$ cat config.mk
export PLATFORM = sky130hd
export DESIGN_NAME = shift_sequencer
export DESIGN_NICKNAME = d
export VERILOG_FILES = /design/src/rtl/shift_seq_pkg.sv /design/src/rtl/shift_amount_decode.sv /design/src/rtl/shift_sequencer.sv
export SDC_FILE = /design/constraint.sdc
export NUM_CORES = 1
export LEC_CHECK = 0
export BUFFER_PORTS_ARGS = -buffer_cell sky130_fd_sc_hd__buf_2
export CORE_AREA = 4 4 82 84
export DETAILED_ROUTE_END_ITERATION = 10
export DIE_AREA = 0 0 86 88
export GPL_ROUTABILITY_DRIVEN = 0
export HOLD_SLACK_MARGIN = 0.03
export PLACE_DENSITY = 0.74
export SYNTH_ARGS = -nofsm -noshare
export SYNTH_HDL_FRONTEND = slang
export SYNTH_SLANG_ARGS = --single-unit
$ cat constraint.sdc
create_clock -name clk -period 1.9 [get_ports clk]
set_clock_uncertainty 0.1 [all_clocks]
set_input_delay 0.19 -clock clk [delete_from_list [all_inputs] [get_ports clk]]
set_output_delay 0.19 -clock clk [all_outputs]
set_load 0.02 [all_outputs]
$ cat src/rtl/shift_seq_pkg.sv
// Shared types and constants for the ARM operand2 shift sequencer.
package shift_seq_pkg;

    typedef enum logic [1:0] {
        LSL = 2'b00,
        LSR = 2'b01,
        ASR = 2'b10,
        ROR = 2'b11
    } shift_type_e;

    typedef enum logic [1:0] {
        IDLE  = 2'd0,
        SHIFT = 2'd1,
        DONE  = 2'd2
    } state_e;

    localparam int CNT_W = 6;

endpackage

$ cat src/rtl/shift_amount_decode.sv
// Maps an operand2 shift request onto the number of single-bit steps to run,
// including the immediate-zero special cases (LSR/ASR #32 and RRX).
module shift_amount_decode
    import shift_seq_pkg::*;
(
    input  shift_type_e      shift_type,
    input  logic [7:0]       shift_num,
    input  logic             instr4,
    input  logic             not_shift,
    output logic [CNT_W-1:0] eff,
    output logic             is_rrx
);

    logic       imm_zero;
    logic [7:0] n;

    assign imm_zero = !instr4 && (shift_num[4:0] == 5'd0);
    assign n        = instr4 ? shift_num : {3'b000, shift_num[4:0]};

    // LSL/LSR saturate at 33 steps: enough to push every bit and the carry out.
    always_comb begin
        eff    = '0;
        is_rrx = 1'b0;
        if (!not_shift) begin
            case (shift_type)
                LSL: eff = (n > 8'd33) ? CNT_W'(33) : n[CNT_W-1:0];
                LSR: begin
                    if (imm_zero)
                        eff = CNT_W'(32);
                    else
                        eff = (n > 8'd33) ? CNT_W'(33) : n[CNT_W-1:0];
                end
                ASR: begin
                    if (imm_zero)
                        eff = CNT_W'(32);
                    else
                        eff = (n > 8'd32) ? CNT_W'(32) : n[CNT_W-1:0];
                end
                ROR: begin
                    if (imm_zero) begin
                        eff    = CNT_W'(1);
                        is_rrx = 1'b1;
                    end else if (n == 8'd0)
                        eff = '0;
                    else if (n[4:0] == 5'd0)
                        eff = CNT_W'(32);
                    else
                        eff = {1'b0, n[4:0]};
                end
                default: eff = '0;
            endcase
        end
    end

endmodule

$ cat src/rtl/shift_sequencer.sv
// Multi-cycle ARM operand2 shifter, BITS_PER_CYCLE steps per clock.
// Define SHIFT_SEQ_PERF_EN to add the perf_ops / perf_stall counters.
module shift_sequencer
    import shift_seq_pkg::*;
#(
    parameter int BITS_PER_CYCLE = 1,
    parameter int WIDTH          = 32
) (
    input  logic             clk,
    input  logic             reset_n,
    input  logic             flush,
    input  logic             req_valid,
    output logic             req_ready,
    input  logic [1:0]       req_shift_type,
    input  logic [7:0]       req_shift_num,
    input  logic             req_instr4,
    input  logic             req_not_shift,
    input  logic [WIDTH-1:0] req_x,
    input  logic             req_carry,
    output logic             resp_valid,
    input  logic             resp_ready,
    output logic [WIDTH-1:0] resp_y,
    output logic             resp_c,
    output logic             busy,
    output state_e           dbg_state
`ifdef SHIFT_SEQ_PERF_EN
    ,
    output logic [31:0]      perf_ops,
    output logic [31:0]      perf_stall
`endif
);

    localparam logic [CNT_W-1:0] B_CNT = CNT_W'(BITS_PER_CYCLE);

    state_e            state_q, state_d;
    shift_type_e       type_q, type_d, req_type;
    logic [WIDTH-1:0]  x_q, x_d, sx;
    logic              c_q, c_d, sc, fill;
    logic              rrx_q, rrx_d, dec_rrx;
    logic [CNT_W-1:0]  count_q, count_d, k, dec_eff;

    assign req_type = shift_type_e'(req_shift_type);

    shift_amount_decode u_decode (
        .shift_type (req_type),
        .shift_num  (req_shift_num),
        .instr4     (req_instr4),
        .not_shift  (req_not_shift),
        .eff        (dec_eff),
        .is_rrx     (dec_rrx)
    );

    // Handshakes: a request transfers on a clock edge where req_valid && req_ready,
    // a response on an edge where resp_valid && resp_ready; flush overrides both.
    assign req_ready  = (state_q == IDLE);
    assign resp_valid = (state_q == DONE);
    assign busy       = (state_q != IDLE);
    assign resp_y     = x_q;
    assign resp_c     = c_q;
    assign dbg_state  = state_q;

    // Up to B single-bit steps this cycle; carry ends as the last bit shifted out.
    always_comb begin
        k    = (count_q < B_CNT) ? count_q : B_CNT;
        sx   = x_q;
        sc   = c_q;
        fill = 1'b0;
        for (int i = 0; i < BITS_PER_CYCLE; i++) begin
            if (CNT_W'(i) < k) begin
                case (type_q)
                    LSL: begin
                        sc = sx[WIDTH-1];
                        sx = {sx[WIDTH-2:0], 1'b0};
                    end
                    LSR: begin
                        sc = sx[0];
                        sx = {1'b0, sx[WIDTH-1:1]};
                    end
                    ASR: begin
                        sc = sx[0];
                        sx = {sx[WIDTH-1], sx[WIDTH-1:1]};
                    end
                    default: begin
                        fill = rrx_q ? sc : sx[0];
                        sc   = sx[0];
                        sx   = {fill, sx[WIDTH-1:1]};
                    end
                endcase
            end
        end
    end

    always_comb begin
        state_d = state_q;
        x_d     = x_q;
        c_d     = c_q;
        count_d = count_q;
        type_d  = type_q;
        rrx_d   = rrx_q;
        if (flush) begin
            state_d = IDLE;
        end else begin
            case (state_q)
                IDLE: begin
                    if (req_valid) begin
                        x_d     = req_x;
                        c_d     = req_carry;
                        count_d = dec_eff;
                        type_d  = req_type;
                        rrx_d   = dec_rrx;
                        state_d = (dec_eff == '0) ? DONE : SHIFT;
                    end
                end
                SHIFT: begin
                    x_d     = sx;
                    c_d     = sc;
                    count_d = count_q - k;
                    if (count_q <= B_CNT)
                        state_d = DONE;
                end
                DONE: begin
                    if (resp_ready)
                        state_d = IDLE;
                end
                default: state_d = IDLE;
            endcase
        end
    end

    always_ff @(posedge clk) begin
        if (!reset_n) begin
            state_q <= IDLE;
            x_q     <= '0;
            c_q     <= 1'b0;
            count_q <= '0;
            type_q  <= LSL;
            rrx_q   <= 1'b0;
        end else begin
            state_q <= state_d;
            x_q     <= x_d;
            c_q     <= c_d;
            count_q <= count_d;
            type_q  <= type_d;
            rrx_q   <= rrx_d;
        end
    end

`ifdef SHIFT_SEQ_PERF_EN
    always_ff @(posedge clk) begin
        if (!reset_n) begin
            perf_ops   <= '0;
            perf_stall <= '0;
        end else begin
            if (state_q == DONE && resp_ready && !flush)
                perf_ops <= perf_ops + 32'd1;
            if (state_q == SHIFT)
                perf_stall <= perf_stall + 32'd1;
        end
    end
`endif

endmodule

Word-level counts from Yosys, hierarchy flattened
Cells that the tools add are included.
{"block": "totals", "reg_bits": 44, "out_inout_bits": 38, "elab_cells": 74, "in_bits": 50}
{"block": "op_classes", "n_bitwise": 2, "addsub": 1, "muxes": 30, "eq_ne": 12, "reduce_logical": 17, "order_cmp": 5}
{"operator": "$pmux W32 S3", "n": 1}
{"operator": "$mux W32", "n": 2}
{"operator": "$pmux W32 S2", "n": 1}
{"operator": "$mux W6", "n": 10}
{"operator": "$pmux W6 S4", "n": 1}
{"operator": "$gt A8 B6 Y1 const B", "n": 2}
{"operator": "$pmux W6 S2", "n": 1}
{"operator": "$logic_not A5 Y1", "n": 2}
{"operator": "$reduce_and A3 Y1", "n": 3}
{"operator": "$eq A2 B2 Y1 const B", "n": 4}
{"operator": "$logic_not A8 Y1", "n": 1}
{"operator": "$mux W2", "n": 4}
{"operator": "$mux W8", "n": 1}
{"operator": "$ne A2 B2 Y1 const B", "n": 4}
{"operator": "$mux W1", "n": 7}
{"operator": "$eq A2 B1 Y1 const B", "n": 3}
{"operator": "$le A6 B1 Y1 const B", "n": 1}
{"operator": "$logic_not A2 Y1", "n": 3}
{"operator": "$logic_not A6 Y1", "n": 1}
{"operator": "$lt A1 B6 Y1 const A", "n": 1}
{"operator": "$lt A6 B1 Y1 const B", "n": 1}
{"operator": "$pmux W2 S3", "n": 1}
{"operator": "$sub A6 B6 Y6", "n": 1}
{"operator": "$reduce_and A5 Y1", "n": 1}
{"operator": "8 further kinds", "n": 10}

Depth between registers and ports, before layout
Gate-level depths: netlist of the first run.
{"block": "logic_depth", "depth_word": 11, "ltp_mapped": 8, "depth_no_buf": 8}

By module
Synthesis of the first run repeated with hierarchy kept, for this count alone.
{"block": "hier_totals", "cells_unflattened": 303, "area_unflattened_um2": 2606.2}
{"mod": "shift_sequencer", "instances": 1, "cells_each": 268, "seq_area_each_um2": 880.8, "area_per_inst_um2": 2369.8}
{"mod": "shift_amount_decode", "instances": 1, "cells_each": 35, "seq_area_each_um2": 0.0, "area_per_inst_um2": 236.5}

Worst setup path before layout of the first run
No wires, ideal clock.
{"block": "synth_path", "path_kind": "input-to-reg", "start": "in req_shift_num[4]", "end": "reg count_q[0]", "cell_stages": 6, "arrival_ns": 1.686, "setup_slack_ns": -0.025, "setup_time_ns": 0.139, "n_path_buf": 1, "path_cell_list": "or4_1 buf_2 a311o_1 o221a_4 a21oi_1 a21oi_1"}
{"block": "synth_via", "elab_chain_cells": 9, "elab_cells_between_ends": 18}
{"element": "start: declaration", "line_no": "shift_sequencer.sv:15", "source": "input logic [7:0] req_shift_num,"}
{"element": "branches (longest 5 deep; another with $gt A8 B6 Y1)"}
{"element": "$pmux W6 S4 (*)", "line_no": "shift_amount_decode.sv:25", "source": "case (shift_type)"}
{"element": "$mux W6 (*)", "line_no": "shift_amount_decode.sv:24", "source": "if (!not_shift) begin"}
{"element": "$mux W6 (*)", "line_no": "shift_sequencer.sv:105", "source": "if (req_valid) begin"}
{"element": "$pmux W6 S2 (*)", "line_no": "shift_sequencer.sv:103", "source": "case (state_q)"}
{"element": "end signal: assignment", "line_no": "shift_sequencer.sv:142", "source": "count_q <= count_d;"}
{"element": "end: declaration", "line_no": "shift_sequencer.sv:40", "source": "logic [CNT_W-1:0] count_q, count_d, k, dec_eff;"}
Every way passes the cells marked *. The select of a mux whose other input is x is not followed.
A chain may end at the register's enable or synchronous reset.

Final worst setup path of the first run
{"block": "layout_path", "start": "reg count_q[2]", "end": "reg x_q[12], in the netlist resp_y[12]"}
{"block": "layout_via", "elab_chain_cells": 5}
{"element": "$lt A6 B1 Y1", "line_no": "shift_sequencer.sv:64", "source": "k = (count_q < B_CNT) ? count_q : B_CNT;"}
{"element": "$mux W6 (*)", "line_no": "shift_sequencer.sv:64"}
{"element": "$lt A1 B6 Y1 (*)", "line_no": "shift_sequencer.sv:69", "source": "if (CNT_W'(i) < k) begin"}
{"element": "$ne A2 B2 Y1 (no source line) (*)"}
{"element": "$reduce_and A4 Y1 (no source line) (*)"}
{"element": "end signal: assignment", "line_no": "shift_sequencer.sv:133", "source": "x_q <= '0;"}
{"element": "end signal: assignment", "line_no": "shift_sequencer.sv:140", "source": "x_q <= x_d;"}
{"element": "end: declaration", "line_no": "shift_sequencer.sv:37", "source": "logic [WIDTH-1:0] x_q, x_d, sx;"}
Every way passes the cells marked *; elsewhere a longest branch is shown, timed or not.

==> results of run 1 <==
sequential cells by signal (all words and copies together), names as in the netlist:
| register | flops |
|---|---|
| dbg_state | 2 |
| resp_y | 32 |
| type_q | 2 |
| count_q | 6 |
| rrx_q | 1 |
| resp_c | 1 |
area by class of cell:
| class | instances | area, sq um |
|---|---|---|
| fill | 564 | 2501 |
| multi-input combinational | 292 | 1659 |
| sequential | 44 | 880.8 |
| timing repair buffer | 116 | 678.2 |
| tap | 75 | 93.84 |
| clock buffer | 6 | 72.57 |
| inverter | 8 | 30.03 |
| clock inverter | 1 | 5.005 |
where the power goes:
part / internal (mW) / leakage, nW / switching [mW]
registers: 0.984 / 0.360 / 0.0599
clock network: 0.251 / 0.0410 / 0.314
logic: 0.280 / 0.915 / 0.403
worst max-delay path, delay by kind of cell, from the launching register on:
kind	cells	cell delay (ns)
buf+inv	2	0.46
compound gates	3	0.45
flops	1	0.40
simple gates	2	0.30
final timing paths:
check              from    endpoint  slack (ns)  depth (start not counted)
max          count_q[2]  resp_y[12]        0.10                          7
min           req_x[31]  resp_y[31]        0.06                          3
max reg2reg  count_q[2]  resp_y[12]        0.10                          7
min reg2reg   resp_y[6]   resp_y[6]        0.39                          2
timing repair:
item,in CTS,in global routing
pin swaps,0,1
endpoints found under the setup margin,1,18
gates resized for setup,1,7
Yosys cell counts (2+ instances only):
cell        n
a21oi_1    43
a221oi_1    2
a311oi_1    2
buf_2       5
clkbuf_1   28
dfxtp_1    44
inv_1       8
mux2i_1     2
nand2_1    65
nand2b_1    4
nand3_1    34
nand3b_1    2
nand4_1     3
nor2_1     15
nor2b_1     3
nor3_1      6
nor4_1      2
nor4b_1     2
o2111ai_1   3
o211ai_1   33
o21a_1      3
o21ai_0    45
o22ai_1     2
routing by layer:
| layer | global-route usage | part of all wire | up-vias |
|---|---|---|---|
| li1 | - | - | 1555 |
| met1 | 0.2792 | 0.43 | 1499 |
| met2 | 0.3616 | 0.47 | 141 |
| met3 | 0.04233 | 0.086 | 13 |
| met4 | 0.07050 | 0.015 | 0 |
| met5 | 0 | 0 | - |
cells by family after synthesis:
kind of cell             Yosys count  share of synthesized area
AND/OR/NAND/NOR                  142                     0.2467
adder cells (fa/ha/maj)            1                   0.004725
AO/OA/AOI/OAI                    147                     0.3478
flip-flops                        44                     0.3327
multiplexers                       2                   0.007562
buffers and inverters             41                    0.06049
==> results.txt, run 1 <==
- Dividing the detail-routed via count by the number of cells gives about 6.
- At the pin with the least slew margin, the transition time is ~0.44 ns.
* Layout net count: just over 500
- The share of synthesized area in the top cell type comes to 0.3327.
* Worst supply voltage drop on vdd: between 0.4 and 0.5 mV
* Final-report max-slew violation count: 0
- At the worst endpoint, the arrival time is 1.92 ns.
* Count of maximum capacitance violations: 0
- Unrepaired setup endpoints after global routing: true
- The worst pin sits at a relative slew slack of 0.7043.
- Final critical path time including I/O delays and setup: around 1.8 ns
- The number of hold-slack violations in the final timing report was 0.
* Worst setup slack after layout: roughly 0.10 ns
- Post-layout total power: around 2.3 mW
- Biggest area contributors in the synthesized netlist: dfxtp_1, o211ai_1, nand2_1, o21ai_0, a21oi_1
- Once the clock tree was built, the setup fixing pass inserted 0 buffers.
* Number of antenna violations at the first check in global routing: 0
- Cell taking the most area after synthesis: dfxtp_1
- Placed standard-cell area: about 3300 sq um
- Leaving out fill and tap cells, the most frequent cells in the layout are buf_2, nand2_1, o21ai_0, dfxtp_1, a21oi_1.
- WL final: 8.154 mm
- The via count of the first global-routing pass came to about 3,000.
- The most numerous cell type found on the critical path is buf_4.
* Die Height: 88 microns
- Excluding fillers, the count of instances in the completed layout stands at roughly 540.
- In this run the worst hold path is classified as in2reg.
- Hold_buf cts: 0
- Number of sinks on the clock net: 44
- OpenSTA, run right after detailed placement, puts the worst setup slack at -0.1253 ns.
- Final worst hold slack: 0.05679 ns
- Syn_nets: between 400 and 500
- Timing would allow up to between 500 and 600 MHz.
- Measured along the x axis, the die boundary spans ~86 microns.
- Flip-flop and latch count after synthesis: 44
* Count of endpoints failing setup in the final report: 0
* Layout cell share with drive strength beyond 1: 0.2912
- Starting DRC count in detailed routing: about 200
- Crit Path Category: reg2reg
- CTS placed an instance of clkbuf_8 at the clock tree root.
* Initial cell density of the core: 0.4472
* Maximum number of pins on one net before global-route repair: 33
- For this run, design rule violations remaining after detail routing come to 0.
* Cell at the slowest stage of the critical path: dfxtp_1
* Placement row count: 28
- After synthesis, the netlist uses 44 different library cells.
- Across every metal layer, demand over resource in global routing totals 0.2158.
- Gr ovfl total: 0
* Fraction of the yosys area taken by sequential cells: 0.3327
- Cell Chain, Critical Path: buf_4 -> nor3_2 -> and3b_2 -> a21oi_2 -> buf_4 -> o211ai_1 -> a21oi_1
- Clock-pin slew was measured on the worst setup and hold paths at ~0.090 ns.
* Top-level I/O count: 88
* Largest fanout on the critical path: 23
- Endpoint required time on the critical path: between 2 and 2.5 ns
* Worst stage delay on the critical path: ~0.40 ns
- The H-tree generated during clock tree synthesis spans 2 levels.
- Commonest non-fill, non-tap cell in the layout: buf_2
- The first detailed-routing pass took 5 iterations.
* Synth-to-Final Area Change: 29.16%
- Synth Instances: 377
- The longest clock path from root to sink contains 2 buffers.
* Critical path launch point type: register
* Die area: 7568 sq um
* Total power divided by cell area: around 670 nW/um^2
- The number of antenna diodes in the final layout is 0.
* Crit path capture type: register
* Placed cells: 535
* Combined area of all synthesized cells: roughly 2600 sq um
- After synthesis, the share of flip-flops with an asynchronous set or reset is 0.
- TritonCTS built the clock tree.
- Remaining number of nets flagged by the antenna check after routing: 0
- After floorplanning, the core was sized to cover 5921 sq um.
- Fraction of the cycle the final worst path needs: 0.9471
* Wire length of the first global-routing pass: 13.53 mm
- Sum Neg Setup Slack: 0 ns
* Leakage power of the design: about 1.3 nW
* EDFF count, synth: 0
- Total number of vias: between 3,000 and 4,000
- Once layout is complete, the utilization of the core stands at 0.5776.
- CTS buffer count: 5
- After detailed routing, the average wire length per cell comes to about 15 microns.
- Count of buffers from port buffering: 87
- After routing the design area is 3420 sq um.
- The run finished with clean final reports.
- Mapped Avg Cell Area: roughly 7.0 sq um
- The HPWL after detailed placement is approximately 6.0 mm.
- Insertion delay of the later-clocked pin in the worst-skew pair: roughly 0.3 ns
- During synthesis, Yosys emitted a total of 0 warnings.
- Most common flop cell mapped by yosys: dfxtp_1
Note: power is estimated with default switching activity, not from simulation.
==> run 2, diff against run 1 <==
--- a/config.mk
+++ b/config.mk
@@ -6,12 +6,12 @@
 export NUM_CORES = 1
 export LEC_CHECK = 0
 export BUFFER_PORTS_ARGS = -buffer_cell sky130_fd_sc_hd__buf_2
-export CORE_AREA = 4 4 82 84
+export CORE_AREA = 4 4 60 116
 export DETAILED_ROUTE_END_ITERATION = 10
-export DIE_AREA = 0 0 86 88
+export DIE_AREA = 0 0 64 120
 export GPL_ROUTABILITY_DRIVEN = 0
 export HOLD_SLACK_MARGIN = 0.03
-export PLACE_DENSITY = 0.74
+export PLACE_DENSITY = 0.73
 export SYNTH_ARGS = -nofsm -noshare
 export SYNTH_HDL_FRONTEND = slang
 export SYNTH_SLANG_ARGS = --single-unit
==> run 2 against run 1 <==
Utilization down 0.090 points. First-iteration DRC count rose by 17%. Count of clock-buffer cells in the layout is the same. Combinational power decreased by 2%. Sequential power is essentially flat. Clock power increased by 55%. Sequential share of layout area fell by 0.50 points. Setup slack got worse by 0.012 ns. Worst hold slack improved by 0.047 ns. Total power is 13% higher.
==> results.txt, run 2 (synthesis gave the netlist of run 1 again) <==
* Layout net count: 515 (was 518)
- Number of sinks on the clock net: 44 (unchanged)
* Clock edge transition at the registers on the reported setup and hold paths: 0.06 ns (was 0.09 ns)
* Leakage power of the design: 1.333 nW (was 1.316 nW)
* Commonest non-fill, non-tap cell in the layout: buf_2 (unchanged)
- The power per cell area came to 743.3 nW/um^2 (was 670.1 nW/um^2).
- Gr ovfl total: 0 (unchanged)
* Flip-flop count of the largest register, all copies and words added: 32 (unchanged)
* Hold_buf cts: 0 (unchanged)
- H-tree depth: 2 (unchanged)
- Synth-to-Final Area Change: 31.90% (was 29.16%)
- The count of final max-slew check failures is 0 (unchanged).
- The number of setup buffers added after CTS is 0 (unchanged).
- Unrepaired setup endpoints after global routing: true (unchanged)
- Layout cell share with drive strength beyond 1: 0.2903 (was 0.2912)
* Final critical path time including I/O delays and setup: 1.812 ns (was 1.800 ns)
* Finished layout cell area: 3492 sq um (was 3420 sq um)
- The largest fanout on the critical path is 3 (was 23).
- The total of max-cap violations came to 0 (unchanged).
- The global-route wire length before repair is 13.36 mm (was 13.53 mm).
- The CTS buffer count was 5 (unchanged).
* Total number of vias: 3,144 (was 3,208)
- Headroom to the max-slew limit: 0.7067 (was 0.7043)
- The remaining number of nets flagged by the antenna check after routing is 0 (unchanged).
- Die area: 7680 sq um (was 7568 sq um)
- GR Util met2: 0.3953 (was 0.3616)
- Crit Path Category: reg2reg (unchanged)
- Count of buffers from port buffering: 87 (unchanged)
- The fraction of the cycle the final worst path needs is 0.9536 (was 0.9471).
- Count of endpoints failing setup in the final report: 0 (unchanged)
- Maximum number of pins on one net before global-route repair: 40 (was 33)
- Cell Chain, Critical Path: nor2_1 -> nor4b_2 -> or2_2 -> ha_2 -> nor4_4 -> o21ai_1 -> a221oi_1 (was buf_4 -> nor3_2 -> and3b_2 -> a21oi_2 -> buf_4 -> o211ai_1 -> a21oi_1).
- Placed standard-cell area: 3317 sq um (was 3303 sq um)
- Critical path launch point type: register (unchanged)
- Initial cell density of the core: 0.4372 (was 0.4472)
* Worst supply voltage drop on vdd: 0.4698 mV (was 0.4111 mV)
* Highest clock frequency the design can meet: 551.9 MHz (was 555.7 MHz)
- Met3 routing resource usage after global routing: 0.02809 (was 0.04233)
- Arrival time of data at the critical path endpoint: 1.89 ns (was 1.92 ns)
- The overall power of the completed layout came to 2.596 mW (was 2.292 mW).
* GRT Max-Usage Layer: met2 (unchanged)
* Worst Max-Slew Pin Slew: 0.4359 ns (was 0.4406 ns)
- Worst stage delay on the critical path: 0.34 ns (was 0.40 ns)
- Via count of the first global-routing pass: 2,937 (was 3,002)
* TritonCTS clock tree: done (unchanged)
* Met1 global-route usage: 0.2317 (was 0.2792)
- Clock root buffer master: clkbuf_16 (was clkbuf_8)
- The vias per cell was 5.727 (was 5.919).
- The path class of the lowest-slack min-delay path was in2reg (unchanged).
* Total inserted antenna cells: 0 (unchanged)
* Die Height: 120 microns (was 88 microns)
- The number of hold-slack violations in the final timing report was 0 (unchanged).
- WL final: 8.307 mm (was 8.154 mm)
* Post-route DRC: 0 (unchanged)
* Cell at the slowest stage of the critical path: dfxtp_1 (unchanged)
- Post-detailed-placement half-perimeter wirelength: 5.965 mm (was 5.969 mm)
- Routed wirelength normalized by instance count: 15.13 microns (was 15.04 microns)
- The row count was 40 (was 28).
- Commonest cells after routing, fill and taps aside: buf_2, nand2_1, o21ai_0 (was buf_2, nand2_1, o21ai_0, dfxtp_1, a21oi_1)
* Starting DRC count in detailed routing: 240 (was 205)
* Core region area: 6056 sq um (was 5921 sq um)
- Status: finished, final reports clean (unchanged).
- The data required time at the worst endpoint came to 1.98 ns (was 2.02 ns).
- The maximum clock insertion buffer count is 2 (unchanged).
- The total routing resource utilization after global routing is 0.2129 (was 0.2158).
* Top-level I/O count: 88 (unchanged)
* Sum Neg Setup Slack: 0 ns (unchanged)
- Insertion delay of the later-clocked pin in the worst-skew pair: 0.28 ns (was 0.30 ns)
- The width of the die came to 64 microns (was 86 microns).
- The element type at the critical path end was a register (unchanged).
* Detailed-router iteration count before antenna repair: 4 (was 5)
- Number of antenna violations at the first check in global routing: 0 (unchanged)
-- run 2: worst paths after layout --
check	startpoint	to	slack, ns	cells past startpoint
max	count_q[3]	count_q[4]	0.09	7
min	req_x[31]	resp_y[31]	0.10	3
min reg2reg	resp_y[9]	resp_y[9]	0.39	2
max reg2reg	count_q[3]	count_q[4]	0.09	7
-- run 2: metal layers --
metal,share of wire,vias up
met5,0,-
met4,0.026,0
met3,0.049,16
met2,0.55,104
met1,0.38,1463
li1,-,1561
-- run 2: timing repair --
action | in CTS | in global routing
cloned | 0 | 0
gates resized for setup | 4 | 3
pin swaps | 2 | 2
endpoints found under the setup margin | 1 | 1
hold endpoints to repair | 0 | 0
-- run 2: metrics by stage --
stage               hold WS, ns  setup slack (ns)  std cells  utilization
floorplan                0.2284          -0.01881        377            -
global placement         0.3690          -0.06841        541       0.5477
detailed placement       0.3756           -0.1484        541       0.5477
CTS                     0.09777           0.01949        549       0.5740
global route             0.1127          -0.02135        549       0.5767
finish                   0.1040           0.08818        549       0.5767
-- run 2: where the power goes --
group / internal, mW / total (mW) / switching [mW]
clock: 0.518 / 0.876 / 0.357
combinational: 0.274 / 0.673 / 0.400
sequential: 0.985 / 1.05 / 0.0615
total: 1.78 / 2.60 / 0.818
-- run 2: layout make-up --
cell class,count,area [sq um]
Sequential cell,44,882.1
Clock inverter,2,10.01
Multi-Input combinational cell,292,1645
Inverter,8,30.03
Clock buffer,6,138.9
Tap cell,84,105.1
Timing Repair Buffer,113,680.7
Fill cell,594,2564
-- run 2: critical path, delay by kind of cell, from the launching register on --
family / cells / cell delay [ns]
AND/OR/NAND/NOR: 4 / 0.66
AO/OA/AOI/OAI: 2 / 0.39
flip-flops: 1 / 0.34
adder cells (fa/ha/maj): 1 / 0.20
==> run 3, diff against run 2 <==
--- a/config.mk
+++ b/config.mk
@@ -5,13 +5,14 @@
 export SDC_FILE = /design/constraint.sdc
 export NUM_CORES = 1
 export LEC_CHECK = 0
+export ABC_AREA = 1
 export BUFFER_PORTS_ARGS = -buffer_cell sky130_fd_sc_hd__buf_2
-export CORE_AREA = 4 4 60 116
+export CORE_AREA = 4 4 59 115
 export DETAILED_ROUTE_END_ITERATION = 10
-export DIE_AREA = 0 0 64 120
+export DIE_AREA = 0 0 63 119
 export GPL_ROUTABILITY_DRIVEN = 0
 export HOLD_SLACK_MARGIN = 0.03
-export PLACE_DENSITY = 0.73
+export PLACE_DENSITY = 0.74
 export SYNTH_ARGS = -nofsm -noshare
 export SYNTH_HDL_FRONTEND = slang
 export SYNTH_SLANG_ARGS = --single-unit
==> run 3 against run 2 <==
Sequential share of layout area grew 1.8 points. Highest routed layer unchanged. Non-clock buffer count shrank 17. Via count shrank 2.5%. Global-route usage shrank 0.39 points. Cell area shrank 6.5%. Total power grew 2.5%. Fmax grew 6.4%.
==> results.txt, run 3 <==
- The slowest cell on the critical path was dfxtp_2 (was dfxtp_1).
- The initial cell density of the core came to 0.4389 (was 0.4372).
- Detailed-router iteration count before antenna repair: 4 (unchanged)
- Total internal power: 1.771 mW (was 1.777 mW)
- The post-cts repair resize count is 0 (was 4).
- Status: finished, final reports clean (unchanged)
* Remaining number of nets flagged by the antenna check after routing: 0 (unchanged)
* Top-level I/O count: 88 (unchanged)
- GRT Resource Usage Total: 0.2090 (was 0.2129)
* Flip-flop count of the largest register, all copies and words added: 32 (unchanged)
* Fraction of the cycle the final worst path needs: 0.8963 (was 0.9536)
- The final-layout setup total negative slack is 0 ns (unchanged).
* Area of all sequential standard cells: 883.3 sq um (was 882.1 sq um)
- Count of maximum capacitance violations: 0 (unchanged)
- Switching power share of the total: 0.3341 (was 0.3153)
- Critical path launch point type: register (unchanged)
- The CTS buffer count is 5 (unchanged).
- The TritonCTS clock tree is done (unchanged).
- Flip-flop and latch count after synthesis: 44 (unchanged)
- The proportion of power drawn by the clock network is 0.330 (was 0.337).
* Crit Path Category: reg2reg (unchanged)
- Post-layout total power: 2.659 mW (was 2.596 mW)
- Maximum root-to-sink buffer count: 2 (unchanged)
* Number of antenna violations at the first check in global routing: 0 (unchanged)
- Maximum number of pins on one net before global-route repair: 59 (was 40)
- The final number of setup-violating endpoints is 0 (unchanged).
* Most frequently used cell type in the post-synthesis netlist: nor2_1 (was nand2_1)
- Core region area: 5956 sq um (was 6056 sq um)
* Worst supply voltage drop on vdd: 0.8089 mV (was 0.4698 mV)
* Endpoint required time on the critical path: 2.02 ns (was 1.98 ns)
- The maximum level of the CTS H-tree was 2 (unchanged).
* Worst stage delay on the critical path: 0.40 ns (was 0.34 ns)
- Fill count: 629 (was 594)
- The vias per cell came to 5.465 (was 5.727).
- Placement row count: 40 (unchanged)
- The clock slew seen by the registers of the worst setup and hold paths came to 0.06 ns (about the same).
- Post-route DRC: 0 (unchanged)
* WL final: 7.717 mm (was 8.307 mm)
* Commonest cells after routing, fill and taps aside: buf_2, nor2_1, nand2_1 (was buf_2, nand2_1, o21ai_0)
- Total inserted antenna cells: 0 (unchanged)
- The minimum clock period is 1.703 ns (was 1.812 ns).
- Headroom to the max-slew limit: 0.4722 (was 0.7067)
* Async set-or-reset flop fraction in the synthesized netlist: 0 (unchanged)
* Via count of the first global-routing pass: 2,882 (was 2,937)
- Cell Chain, Critical Path: nor2_1 -> inv_2 -> nor2_1 -> nor3_4 -> inv_2 -> a21oi_4 -> buf_12 -> o21ai_0 -> a31oi_1 (was nor2_1 -> nor4b_2 -> or2_2 -> ha_2 -> nor4_4 -> o21ai_1 -> a221oi_1).
- The total of hold buffers inserted after clock tree synthesis came to 0 (unchanged).
- The detailed-route wire length per cell is 13.76 microns (was 15.13 microns).
* Post-detailed-placement half-perimeter wirelength: 5.775 mm (was 5.965 mm)
- The remaining global-route overflow came to 0 (unchanged).
- Mapped Avg Cell Area: 6.253 sq um (was 7.023 sq um)
* Final-report max-slew violation count: 0 (unchanged)
- The insertion delay of the later-clocked pin in the worst-skew pair is 0.29 ns (was 0.28 ns).
* Unique masters post-synth: 23 (was 44)
- Crit path capture type: register (unchanged)
- The final worst slack was 0.1970 ns (was 0.08818 ns).
- Area of combinational cells with multiple inputs: 1506 sq um (was 1645 sq um)
* Leakage power of the design: 1.626 nW (was 1.333 nW)
* Fraction of the yosys area taken by sequential cells: 0.3370 (was 0.3327)
- The number of clock sinks is 44 (unchanged).
- Portion of total power attributed to sequential cells: 0.408 (was 0.403)
- Post-CTS setup buffer count: 0 (unchanged)
* Largest fanout on the critical path: 58 (was 3)
* Number of failing hold endpoints at the final stage: 0 (unchanged)
- The achievable clock frequency was 587.2 MHz (was 551.9 MHz).
- The starting DRC count in detailed routing came to 120 (was 240).
- The most frequent standard cell in the layout excluding fill and tap cells is buf_2 (unchanged).
- The setup slack of the most critical reg-to-reg path is 0.20 ns (was 0.09 ns).
- Most common flop cell mapped by yosys: dfxtp_1 (unchanged)
* Arrival time of data at the critical path endpoint: 1.82 ns (was 1.89 ns)
* Die Height: 119 microns (was 120 microns)
* Synth-to-Final Area Change: 24.94% (was 31.90%)
- The gate count of the mapped netlist came to 418 (was 377).
- Layout net count: 548 (was 515)
* Syn_nets: 469 (was 428)
- Unrepaired setup endpoints after global routing: false (was true).
- The die area was 7497 sq um (was 7680 sq um).
- Biggest area contributors in the synthesized netlist: dfxtp_1, o21ai_0, nor2_1, nand2_1, a31oi_1 (was dfxtp_1, o211ai_1, nand2_1, o21ai_0, a21oi_1)
- The width of the die came to 63 microns (was 64 microns).
- Worst Max-Slew Pin Slew: 0.7909 ns (was 0.4359 ns)
* Total number of vias: 3,066 (was 3,144)
* Total power divided by cell area: 814.4 nW/um^2 (was 743.3 nW/um^2)
- The global-route wire length before repair was 12.74 mm (was 13.36 mm).
- Fraction of synthesized cell area taken by the top area cell type: 0.3370 (was 0.3327)
- EDFF count, synth: 0 (unchanged)
- The reported net switching power came to 0.8884 mW (was 0.8183 mW).
- Min-Delay Path Class: in2reg (unchanged)
- Layout cell share with drive strength beyond 1: 0.2309 (was 0.2903)
- Top post-synthesis cells by count: nor2_1, nand2_1, o21ai_0, dfxtp_1, a31oi_1 (was nand2_1, o21ai_0, dfxtp_1, a21oi_1, nand3_1)
- The portion of total power attributed to combinational logic was 0.262 (was 0.259).
* Combined area of all synthesized cells: 2614 sq um (was 2648 sq um)
- Cell taking the most area after synthesis: dfxtp_1 (unchanged)
* Number of warnings reported in the yosys synthesis log: 0 (unchanged)
* Placement-stage worst setup slack: 0.08752 ns (was -0.1484 ns)
- Clock root buffer master: clkbuf_16 (unchanged)
* Count of buffers from port buffering: 87 (unchanged)
## run 3: cell count changes after synthesis, sizes merged, moves of 18 or more
cell    previous run  this run
o211ai            33         0
nor2              15        77
a21oi             43        25
o21ai             45        79
inv                8        32
a31oi              0        34
## run 3: critical path, delay by kind of cell, from the launching register on
family                 cells  cell delay (ns)
AOI/OAI and AO/OA          3             0.44
DFF                        1             0.40
buffers and inverters      3             0.39
and+or+nand+nor            3             0.27
## run 3: cell type report
cell class,count,area share
timing repair buffer,96,0.1617
sequential,44,0.2705
clock buffer,6,0.04253
multi-input combinational,318,0.4613
clock inverter,2,0.003065
tap,63,0.02414
inverter,32,0.03678
## run 3: per-stage QoR
step                      cells  area [sq um]  utilization  hold WS, ns
after floorplan             418          2616            -       0.2509
after global placement      553          3107       0.5216       0.3556
after detailed placement    553          3107       0.5216       0.3628
after CTS                   561          3256       0.5466      0.05691
after global routing        561          3266       0.5483      0.06597
final                       561          3266       0.5483      0.06308
## run 3: cells by family (layout without fill, tap and decap cells)
group	count (synthesis)	after routing	synth area share
xor gates and xnor gates	2	2	0.006703
AOI/OAI and AO/OA	141	141	0.2934
DFF	44	44	0.3370
adders and majority gates	1	1	0.004786
and+or+nand+nor	174	174	0.2666
buffers and inverters	56	136	0.09143
## run 3: final timing paths
kind | start | to | cells past startpoint
worst max-delay path | dbg_state[0] | resp_y[11] | 9
worst min-delay path | req_x[7] | resp_y[7] | 3
worst max register to register | dbg_state[0] | resp_y[11] | 9
worst min register to register | resp_y[31] | resp_y[31] | 2
## run 3: power groups by stage
stage                     clock [mW]  combinational, mW  sequential, mW
after floorplan                    0              0.385            1.17
after global placement             0              0.681            1.10
after detailed placement           0              0.692            1.10
after CTS                      0.897              0.695            1.08
after global routing           0.930              0.778            1.10
final                          0.877              0.697            1.09
## run 3: layer usage
metal | GRT usage | vias up | routed length (microns)
met3 | 0.02736 | 25 | 251
li1 | - | 1562 | -
met1 | 0.2208 | 1390 | 2969
met5 | 0 | - | 0
met4 | 0.1466 | 0 | 378
met2 | 0.3719 | 89 | 4118
